### src/rtl/key_debounce_pkg.sv
// Shared types and defaults for the push-button debouncer.
package key_debounce_pkg;

    // 10 ms at 50 MHz
    localparam int DEBOUNCE_CYCLES_DEF = 500000;

    typedef enum logic [1:0] {
        IDLE,
        PRESS_WAIT,
        HELD,
        RELEASE_WAIT
    } ch_state_e;

endpackage

### src/rtl/key_debounce_if.sv
// Key bundle: raw active-low buttons in, debounced level/pulses/toggle out.
interface key_debounce_if #(parameter int N = 1);

    logic [N-1:0] key_raw;
    logic [N-1:0] key_level;
    logic [N-1:0] key_press;
    logic [N-1:0] key_release;
    logic [N-1:0] key_toggle;

    modport master (output key_raw, input key_level, key_press, key_release, key_toggle);
    modport slave  (input key_raw, output key_level, key_press, key_release, key_toggle);

endinterface

### src/rtl/key_debounce_ch.sv
// One debounce channel: 2-flop synchronizer, qualification counter, FSM,
// registered press/release pulses and press toggle.
module key_debounce_ch
    import key_debounce_pkg::*;
#(
    parameter int DEBOUNCE_CYCLES = DEBOUNCE_CYCLES_DEF
) (
    input  logic          clk,
    input  logic          reset_n,
    key_debounce_if.slave kif
);

    localparam int CW = $clog2(DEBOUNCE_CYCLES);
    localparam logic [CW-1:0] CNT_LAST = CW'(DEBOUNCE_CYCLES - 1);

    logic [1:0]    sync_q;
    logic          s;
    ch_state_e     state_q, state_d;
    logic [CW-1:0] cnt_q, cnt_d;
    logic          press_q, press_d;
    logic          release_q, release_d;
    logic          toggle_q, toggle_d;

    // Synchronizer resets to 1 so a held key after reset is seen as a fresh press
    always_ff @(posedge clk) begin
        if (!reset_n) begin
            sync_q    <= 2'b11;
            state_q   <= IDLE;
            cnt_q     <= '0;
            press_q   <= 1'b0;
            release_q <= 1'b0;
            toggle_q  <= 1'b0;
        end else begin
            sync_q    <= {sync_q[0], kif.key_raw[0]};
            state_q   <= state_d;
            cnt_q     <= cnt_d;
            press_q   <= press_d;
            release_q <= release_d;
            toggle_q  <= toggle_d;
        end
    end

    assign s = ~sync_q[1];

    always_comb begin
        state_d   = state_q;
        cnt_d     = cnt_q;
        press_d   = 1'b0;
        release_d = 1'b0;
        unique case (state_q)
            IDLE: begin
                if (s) begin
                    state_d = PRESS_WAIT;
                    cnt_d   = '0;
                end
            end
            PRESS_WAIT: begin
                if (!s) begin
                    state_d = IDLE;
                    cnt_d   = '0;
                end else if (cnt_q == CNT_LAST) begin
                    state_d = HELD;
                    cnt_d   = '0;
                    press_d = 1'b1;
                end else begin
                    cnt_d = cnt_q + CW'(1);
                end
            end
            HELD: begin
                if (!s) begin
                    state_d = RELEASE_WAIT;
                    cnt_d   = '0;
                end
            end
            RELEASE_WAIT: begin
                if (s) begin
                    state_d = HELD;
                    cnt_d   = '0;
                end else if (cnt_q == CNT_LAST) begin
                    state_d   = IDLE;
                    cnt_d     = '0;
                    release_d = 1'b1;
                end else begin
                    cnt_d = cnt_q + CW'(1);
                end
            end
            default: begin
                state_d = IDLE;
                cnt_d   = '0;
            end
        endcase
        toggle_d = toggle_q ^ press_d;
    end

    assign kif.key_level[0]   = (state_q == HELD) || (state_q == RELEASE_WAIT);
    assign kif.key_press[0]   = press_q;
    assign kif.key_release[0] = release_q;
    assign kif.key_toggle[0]  = toggle_q;

endmodule

### src/rtl/key_debounce.sv
// NUM_KEYS independent debounce channels for active-low board push-buttons.
module key_debounce
    import key_debounce_pkg::*;
#(
    parameter int NUM_KEYS        = 2,
    parameter int DEBOUNCE_CYCLES = DEBOUNCE_CYCLES_DEF
) (
    input  logic                clk,
    input  logic                reset_n,
    input  logic [NUM_KEYS-1:0] key_raw,
    output logic [NUM_KEYS-1:0] key_level,
    output logic [NUM_KEYS-1:0] key_press,
    output logic [NUM_KEYS-1:0] key_release,
    output logic [NUM_KEYS-1:0] key_toggle
);

    for (genvar g = 0; g < NUM_KEYS; g++) begin : g_ch
        key_debounce_if #(.N(1)) ch_if ();

        assign ch_if.key_raw[0] = key_raw[g];
        assign key_level[g]     = ch_if.key_level[0];
        assign key_press[g]     = ch_if.key_press[0];
        assign key_release[g]   = ch_if.key_release[0];
        assign key_toggle[g]    = ch_if.key_toggle[0];

        key_debounce_ch #(.DEBOUNCE_CYCLES(DEBOUNCE_CYCLES)) u_ch (
            .clk     (clk),
            .reset_n (reset_n),
            .kif     (ch_if.slave)
        );
    end

endmodule
### config.mk
export PLATFORM = sky130hd
export DESIGN_NAME = key_debounce
export DESIGN_NICKNAME = d
export VERILOG_FILES = /design/src/rtl/key_debounce_pkg.sv /design/src/rtl/key_debounce_if.sv /design/src/rtl/key_debounce_ch.sv /design/src/rtl/key_debounce.sv
export SDC_FILE = /design/constraint.sdc
export NUM_CORES = 1
export LEC_CHECK = 0
export ABC_AREA = 1
export CORE_MARGIN = 2
export CORE_UTILIZATION = 60
export CTS_CLUSTER_DIAMETER = 120
export CTS_CLUSTER_SIZE = 8
export DETAILED_ROUTE_END_ITERATION = 7
export PLACE_DENSITY_LB_ADDON = 0.2
export SYNTH_ARGS = -nofsm -noshare
export SYNTH_HDL_FRONTEND = slang
export SYNTH_SLANG_ARGS = --single-unit
### constraint.sdc
create_clock -name clk -period 1.8 [get_ports clk]
set_input_delay 0.27 -clock clk [delete_from_list [all_inputs] [get_ports clk]]
set_output_delay 0.27 -clock clk [all_outputs]
set_load 0.1 [all_outputs]
==> results of run 1 <==
power by group:
group | total [mW] | switching (mW) | internal (mW)
clock network | 0.837 | 0.418 | 0.419
registers | 1.16 | 0.00353 | 1.16
logic | 0.0891 | 0.0603 | 0.0288
metrics by stage:
step | cell area (um2) | power (mW) | worst slack (ps) | hold WS, ps | setup TNS, ps
global placement | 3130 | 1.27 | -17.4 | 394 | -49.6
detailed placement | 3130 | 1.27 | -74.7 | 397 | -133
finish | 3250 | 2.09 | 162 | 422 | 0
global route | 3250 | 2.13 | 14.9 | 429 | 0
CTS | 3250 | 2.09 | 143 | 422 | 0
floorplan | 3010 | 1.25 | 338 | 377 | 0
worst max-delay path by stage:
stage | endpoint | slack (ps) | cells past startpoint
finish | g_ch[1].u_ch.cnt_q[18] | 160 | 8
global route | g_ch[1].u_ch.cnt_q[8] | 10 | 10
CTS | g_ch[1].u_ch.cnt_q[18] | 140 | 8
detailed placement | g_ch[1].u_ch.cnt_q[18] | -70 | 8
global placement | g_ch[1].u_ch.cnt_q[7] | -20 | 8
floorplan | g_ch[0].u_ch.cnt_q[0] | 340 | 8
cell usage in the layout, fill, tap and decap left out, types with 3 or more instances in the layout:
master / count
a21oi_1: 25
a21oi_2: 9
buf_12: 3
buf_4: 13
clkbuf_8: 5
clkdlybuf4s50_1: 3
dfxtp_1: 52
inv_1: 45
inv_2: 3
nand2_1: 121
nand2_2: 7
nand3_1: 22
nand3_2: 7
nand3b_1: 3
nand4_1: 10
nor2_1: 50
nor2_2: 9
nor2_4: 7
nor3_1: 10
o21ai_0: 18
or2_2: 5
xor2_1: 3
cell families (layout without fill, tap and decap cells):
logic type / count (synthesis) / after routing / share of synthesized area, %
simple gates: 257 / 257 / 40.4
buf+inv: 70 / 75 / 11.1
compound gates: 59 / 59 / 11.7
flops: 52 / 52 / 34.5
xor+xnor: 5 / 5 / 1.45
fa+ha+maj: 2 / 2 / 0.830
worst register-to-register path: stages (launching register included):
cell,delay [ps]
dfxtp_1,340
ha_1,220
nand2_2,130
nor2_4,60
inv_2,70
nor2_4,50
a21oi_4,370
o21ai_0,180
a21oi_1,150
final cells by class:
type	instances	area [um2]	share of cell area [%]
repair buffers	19	188	5.77
multi-input cells	323	1650	50.6
well taps	67	83.8	2.58
inverters	48	180	5.54
clock buffers	5	68.8	2.11
clock inverters	3	46.3	1.42
flip-flops and latches	52	1040	32.0
Yosys cell counts, types with 2 or more instances:
cell type  number  area (um2)
buf_4          10        75.1
o21ai_0        18        90.1
nand3_1        22         110
clkbuf_1        4        15.0
nand4_1        10        62.6
or2_2           5        31.3
nor2_4          7        78.8
inv_2           3        11.3
buf_2           2        10.0
dfxtp_1        52        1040
nand3b_1        3        22.5
buf_6           3        33.8
clkbuf_2        2        10.0
nand2_1       121         454
ha_1            2        25.0
inv_1          45         169
o21ai_2         2        17.5
xnor2_1         2        17.5
a21oi_2        10        87.6
a21oi_1        25         125
nor3_1         10        50.1
nor2_2          9        56.3
nand3_2         7        70.1
nor2_1         50         188
nand2_4         2        22.5
nand2_2         7        43.8
xor2_1          3        26.3
routing by layer:
| layer | part of all wire [%] | track usage, % |
|---|---|---|
| met1 | 46 | 30.1 |
| met2 | 49 | 41.3 |
| met3 | 3.1 | 3.35 |
| met4 | 2.1 | 8.73 |
| met5 | 0 | 0 |
state kept, by name, summed over array words and instances, names as in the netlist, named ones only:
name and flops:
g_ch.u_ch.cnt_q 38, g_ch.u_ch.sync_q 4, g_ch.u_ch.kif.key_press 2, g_ch.u_ch.kif.key_release 2
g_ch.u_ch.kif.key_toggle 2, g_ch.u_ch.state_q 2
repair_timing:
item | 4_1_cts | 5_1_grt
pin swaps | 0 | 1
gates resized for setup | 1 | 0
endpoints found under the hold margin | 0 | 0
endpoints found under the setup margin | 4 | 2
cloned | 0 | 0
==> results.cfg, run 1 <==
[layout]
n_antenna_cell = 0
nFillCells = 420
finish.utilization_pct = 68.0
fin_cells = 517
final_nets = 455
syn2layout_area_growth_pct = 7.97
drive_gt1_share_pct = 17.3

[clock_network]
clk_pin_slew_worst_paths_ps = 100
postCtsHoldBufs = 0
cts_buffers = 5
cts.sinks = 52
insertion_delay_ps = 320
root_buffer = clkbuf_8
postCtsSetupRepairBufs = 0
cts-htree-levels = 2
clock_path_buffers = 2
tritoncts = built

[hold_path]
min_from = g_ch[0].u_ch.sync_q[0]
whs_endpoint = g_ch[0].u_ch.sync_q[1]
hold_path_class = reg -> reg
holdPathStages = 1

[worst_setup_path]
crit_family = compound AO/OA/AOI/OAI gates
crit_type = reg -> reg
r2r_cells = 8
startpoint = g_ch[1].u_ch.cnt_q[0]
critPathRequiredTime_ps = 2050
crit_top_cell = nor2_4
path_cells = ha_1 > nand2_2 > nor2_4 > inv_2 > nor2_4 > a21oi_4 > o21ai_0 > a21oi_1
slowest_delay_ps = 370
slowest_stage = a21oi_4
critPathBufInv = 1
critPathArrivalTime_ps = 1880
rrSetupSlack_ps = 160
r2r-end = g_ch[1].u_ch.cnt_q[18]
critPathMaxFanout = 13
startpoint_type = flop
r2r-start = g_ch[1].u_ch.cnt_q[0]
endpoint_kind = flop

[floorplanning]
start_util_pct = 63.0
io_pins = 12
rows = 25
core_mm2 = 0.00479
die_x_um = 74.9
fp.dieH_um = 74.9
dieArea_mm2 = 0.00561

[global_route]
antenna_found_initial = 0
grt_max_degree = 27
grt-ovfl-total = 0
grtUsageTotal_pct = 23.8
grt_pass1_vias = 2423
grt_pass1_wl_um = 10400

[logic_synthesis]
syn_area_per_cell_um2 = 6.77
netlist_area_mm2 = 0.00301
yosysUniqueCellTypes = 36
ys.flop_type = dfxtp_1
synthArstFlopShare_pct = 0
synth_edf_count = 0
syn_inst = 445
syn-num-nets = 451
yosysSeqAreaShare_pct = 34.5
synth_seq_cells = 52
yosysWarnings = 0

[routing]
drc = 0
drt_iter0_markers = 169
wirelength_um = 6310
wl_per_cell_um = 12.2
num_vias = 2708
drt-vias-per-instance = 5.24
ant_nets = 0
drtPass1Iterations = 4

[placement]
hpwl_um = 4600
gp_congestion = 0.898
port_buffers = 11
place_inst = 509

[timing]
finalHoldViolCount = 0
slew_violations = 0
finalCritPeriodShare_pct = 91.0
finalSetupViolCount = 0
clock_skew_ps = 9.49
finalCriticalPeriod_ps = 1640
relSlewSlack_pct = 71.2
fmax_ghz = 0.610
tightest_slew_ps = 432
grt_setup_unrepaired = no

[job]
max_cap_violations = 0

[power]
power_density_mw_per_mm2 = 641
vdd_ir_drop_max_v = 0.000451
p_leak_nw = 1.14

[status]
status = finished clean
(Power assumes the default switching activity.)
==> inputs of run 2 (changes only) <==
Settings changed: CTS_CLUSTER_DIAMETER 120 to 80, RECOVER_POWER from default to 100.
==> results.cfg, run 2 (synthesis gave the netlist of run 1 again) <==
[clock_network]
clk_pin_slew_worst_paths_ps = 100
cts.sinks = 52
insertion_delay_ps = 320
root_buffer = clkbuf_8
tritoncts = built
cts_buffers = 5
clock_path_buffers = 2
postCtsSetupRepairBufs = 0
postCtsHoldBufs = 0
cts-htree-levels = 2

[placement]
hpwl_um = 4600
port_buffers = 11
place_inst = 509
gp_congestion = 0.898
place_area_mm2 = 0.00313

[timing]
finalCriticalPeriod_ps = 1630
finalCritPeriodShare_pct = 90.6
clock_skew_ps = 10.3
tightest_slew_ps = 559
finalSetupViolCount = 0
whs_ps = 423
grt_setup_unrepaired = no
slew_violations = 0
fmax_ghz = 0.613
finalSetupTns_ps = 0
relSlewSlack_pct = 62.9
finalHoldViolCount = 0

[floorplanning]
dieArea_mm2 = 0.00561
core_mm2 = 0.00479
start_util_pct = 63.0
io_pins = 12
rows = 25
die_x_um = 74.9
fp.dieH_um = 74.9

[layout]
fin_area_mm2 = 0.00317
largest_reg_flops = 38
nFillCells = 434
regMostFlops = g_ch.u_ch.cnt_q
layout_commonest_cell = nand2_1
syn2layout_area_growth_pct = 5.15
drive_gt1_share_pct = 15.1
final_nets = 455
biggestRegsByFlops = g_ch.u_ch.cnt_q: 38 flops, g_ch.u_ch.sync_q: 4 flops
n_antenna_cell = 0
fin_cells = 517
register_area_mm2 = 0.00104
multiInputGateArea_mm2 = 0.00161
final_cell_mix = 122 x nand2_1, 52 x dfxtp_1, 51 x nor2_1, 45 x inv_1, 27 x a21oi_1

[routing]
ant_nets = 0
num_vias = 2686
wl_per_cell_um = 12.2
drtPass1Iterations = 4
wirelength_um = 6330
drt-vias-per-instance = 5.20
drt_iter0_markers = 162
drc = 0

[global_route]
grt-ovfl-total = 0
grt_max_degree = 27
grt_pass1_wl_um = 10400
grtUsageTotal_pct = 23.8
antenna_found_initial = 0
grt_pass1_vias = 2423

[worst_setup_path]
critPathRequiredTime_ps = 2000
startpoint_type = flop
endpoint_kind = flop
crit_type = reg -> reg
critPathMaxFanout = 6
critPathArrivalTime_ps = 1830

[status]
status = finished clean

[power]
vdd_ir_drop_max_v = 0.000463
p_leak_nw = 1.13
power_density_mw_per_mm2 = 659

[job]
max_cap_violations = 0

[hold_path]
hold_path_class = reg -> reg
-- run 2: cell types whose count changed in the layout (fill, tap and decap cells not counted), sizes merged --
cell and change:
clkdlybuf4s50 -1, buf -8, dlygate4sd3 +1, clkbuf +8
-- run 2: final cells by class --
class / instances / area share [%]
multi-input cells: 323 / 50.7
flip-flops and latches: 52 / 32.8
inverters: 48 / 5.68
repair buffers: 19 / 4.50
well taps: 67 / 2.65
clock buffers: 5 / 2.17
clock inverters: 3 / 1.46
-- run 2: path summary, 6_finish.rpt --
| kind | start | endpoint | slack, ps | depth (start not counted) |
|---|---|---|---|---|
| setup reg to reg | g_ch[1].u_ch.cnt_q[0] | g_ch[1].u_ch.cnt_q[18] | 170 | 8 |
| setup / recovery | g_ch[1].u_ch.cnt_q[0] | g_ch[1].u_ch.cnt_q[18] | 170 | 8 |
| hold / removal | g_ch[0].u_ch.sync_q[0] | g_ch[0].u_ch.sync_q[1] | 420 | 1 |
| hold reg to reg | g_ch[0].u_ch.sync_q[0] | g_ch[0].u_ch.sync_q[1] | 420 | 1 |
-- run 2: power by group --
part           total, mW  internal, mW  leakage, nW  switching, mW
Sequential          1.16          1.16        0.420        0.00352
Combinational     0.0875        0.0279        0.653         0.0596
Clock              0.841         0.419       0.0548          0.421
Total               2.09          1.60         1.13          0.484
-- run 2: critical path: stages (launching register included) --
cell and delay (ps):
dfxtp_1 360, ha_1 200, nand2_2 110, nor2_4 160, nand3_1 130, nor2_1 200, nand2_1 90, o21ai_0 180
a21oi_1 90
-- run 2: metrics by stage --
stage / setup WS (ps) / total power [mW] / utilization [%]
after floorplan: 338 / 1.25 / -
after global placement: -17.4 / 1.27 / 65.4
after detailed placement: -74.7 / 1.27 / 65.4
after CTS: 143 / 2.09 / 68.0
after global routing: 20.2 / 2.13 / 66.2
final: 169 / 2.09 / 66.2
-- run 2: per-layer routing --
metal / part of all wire, % / up-vias / GRT usage [%]
li1: - / 1412 / -
met1: 47 / 1213 / 30.1
met3: 2.9 / 15 / 3.35
met5: 0 / - / 0
met2: 48 / 46 / 41.3
met4: 2.2 / 0 / 8.73
-- run 2: what timing repair did --
item	CTS	global route
cloned	0	0
setup endpoints to repair	4	2
resized for setup	1	0
pin swaps	0	1
==> inputs of run 3 (changes only) <==
Settings changed: CAP_MARGIN from default to 25, SLEW_MARGIN from default to 20.
==> results of run 3 <==
The final DEF is identical to that of run 2; final timing and power are the same.
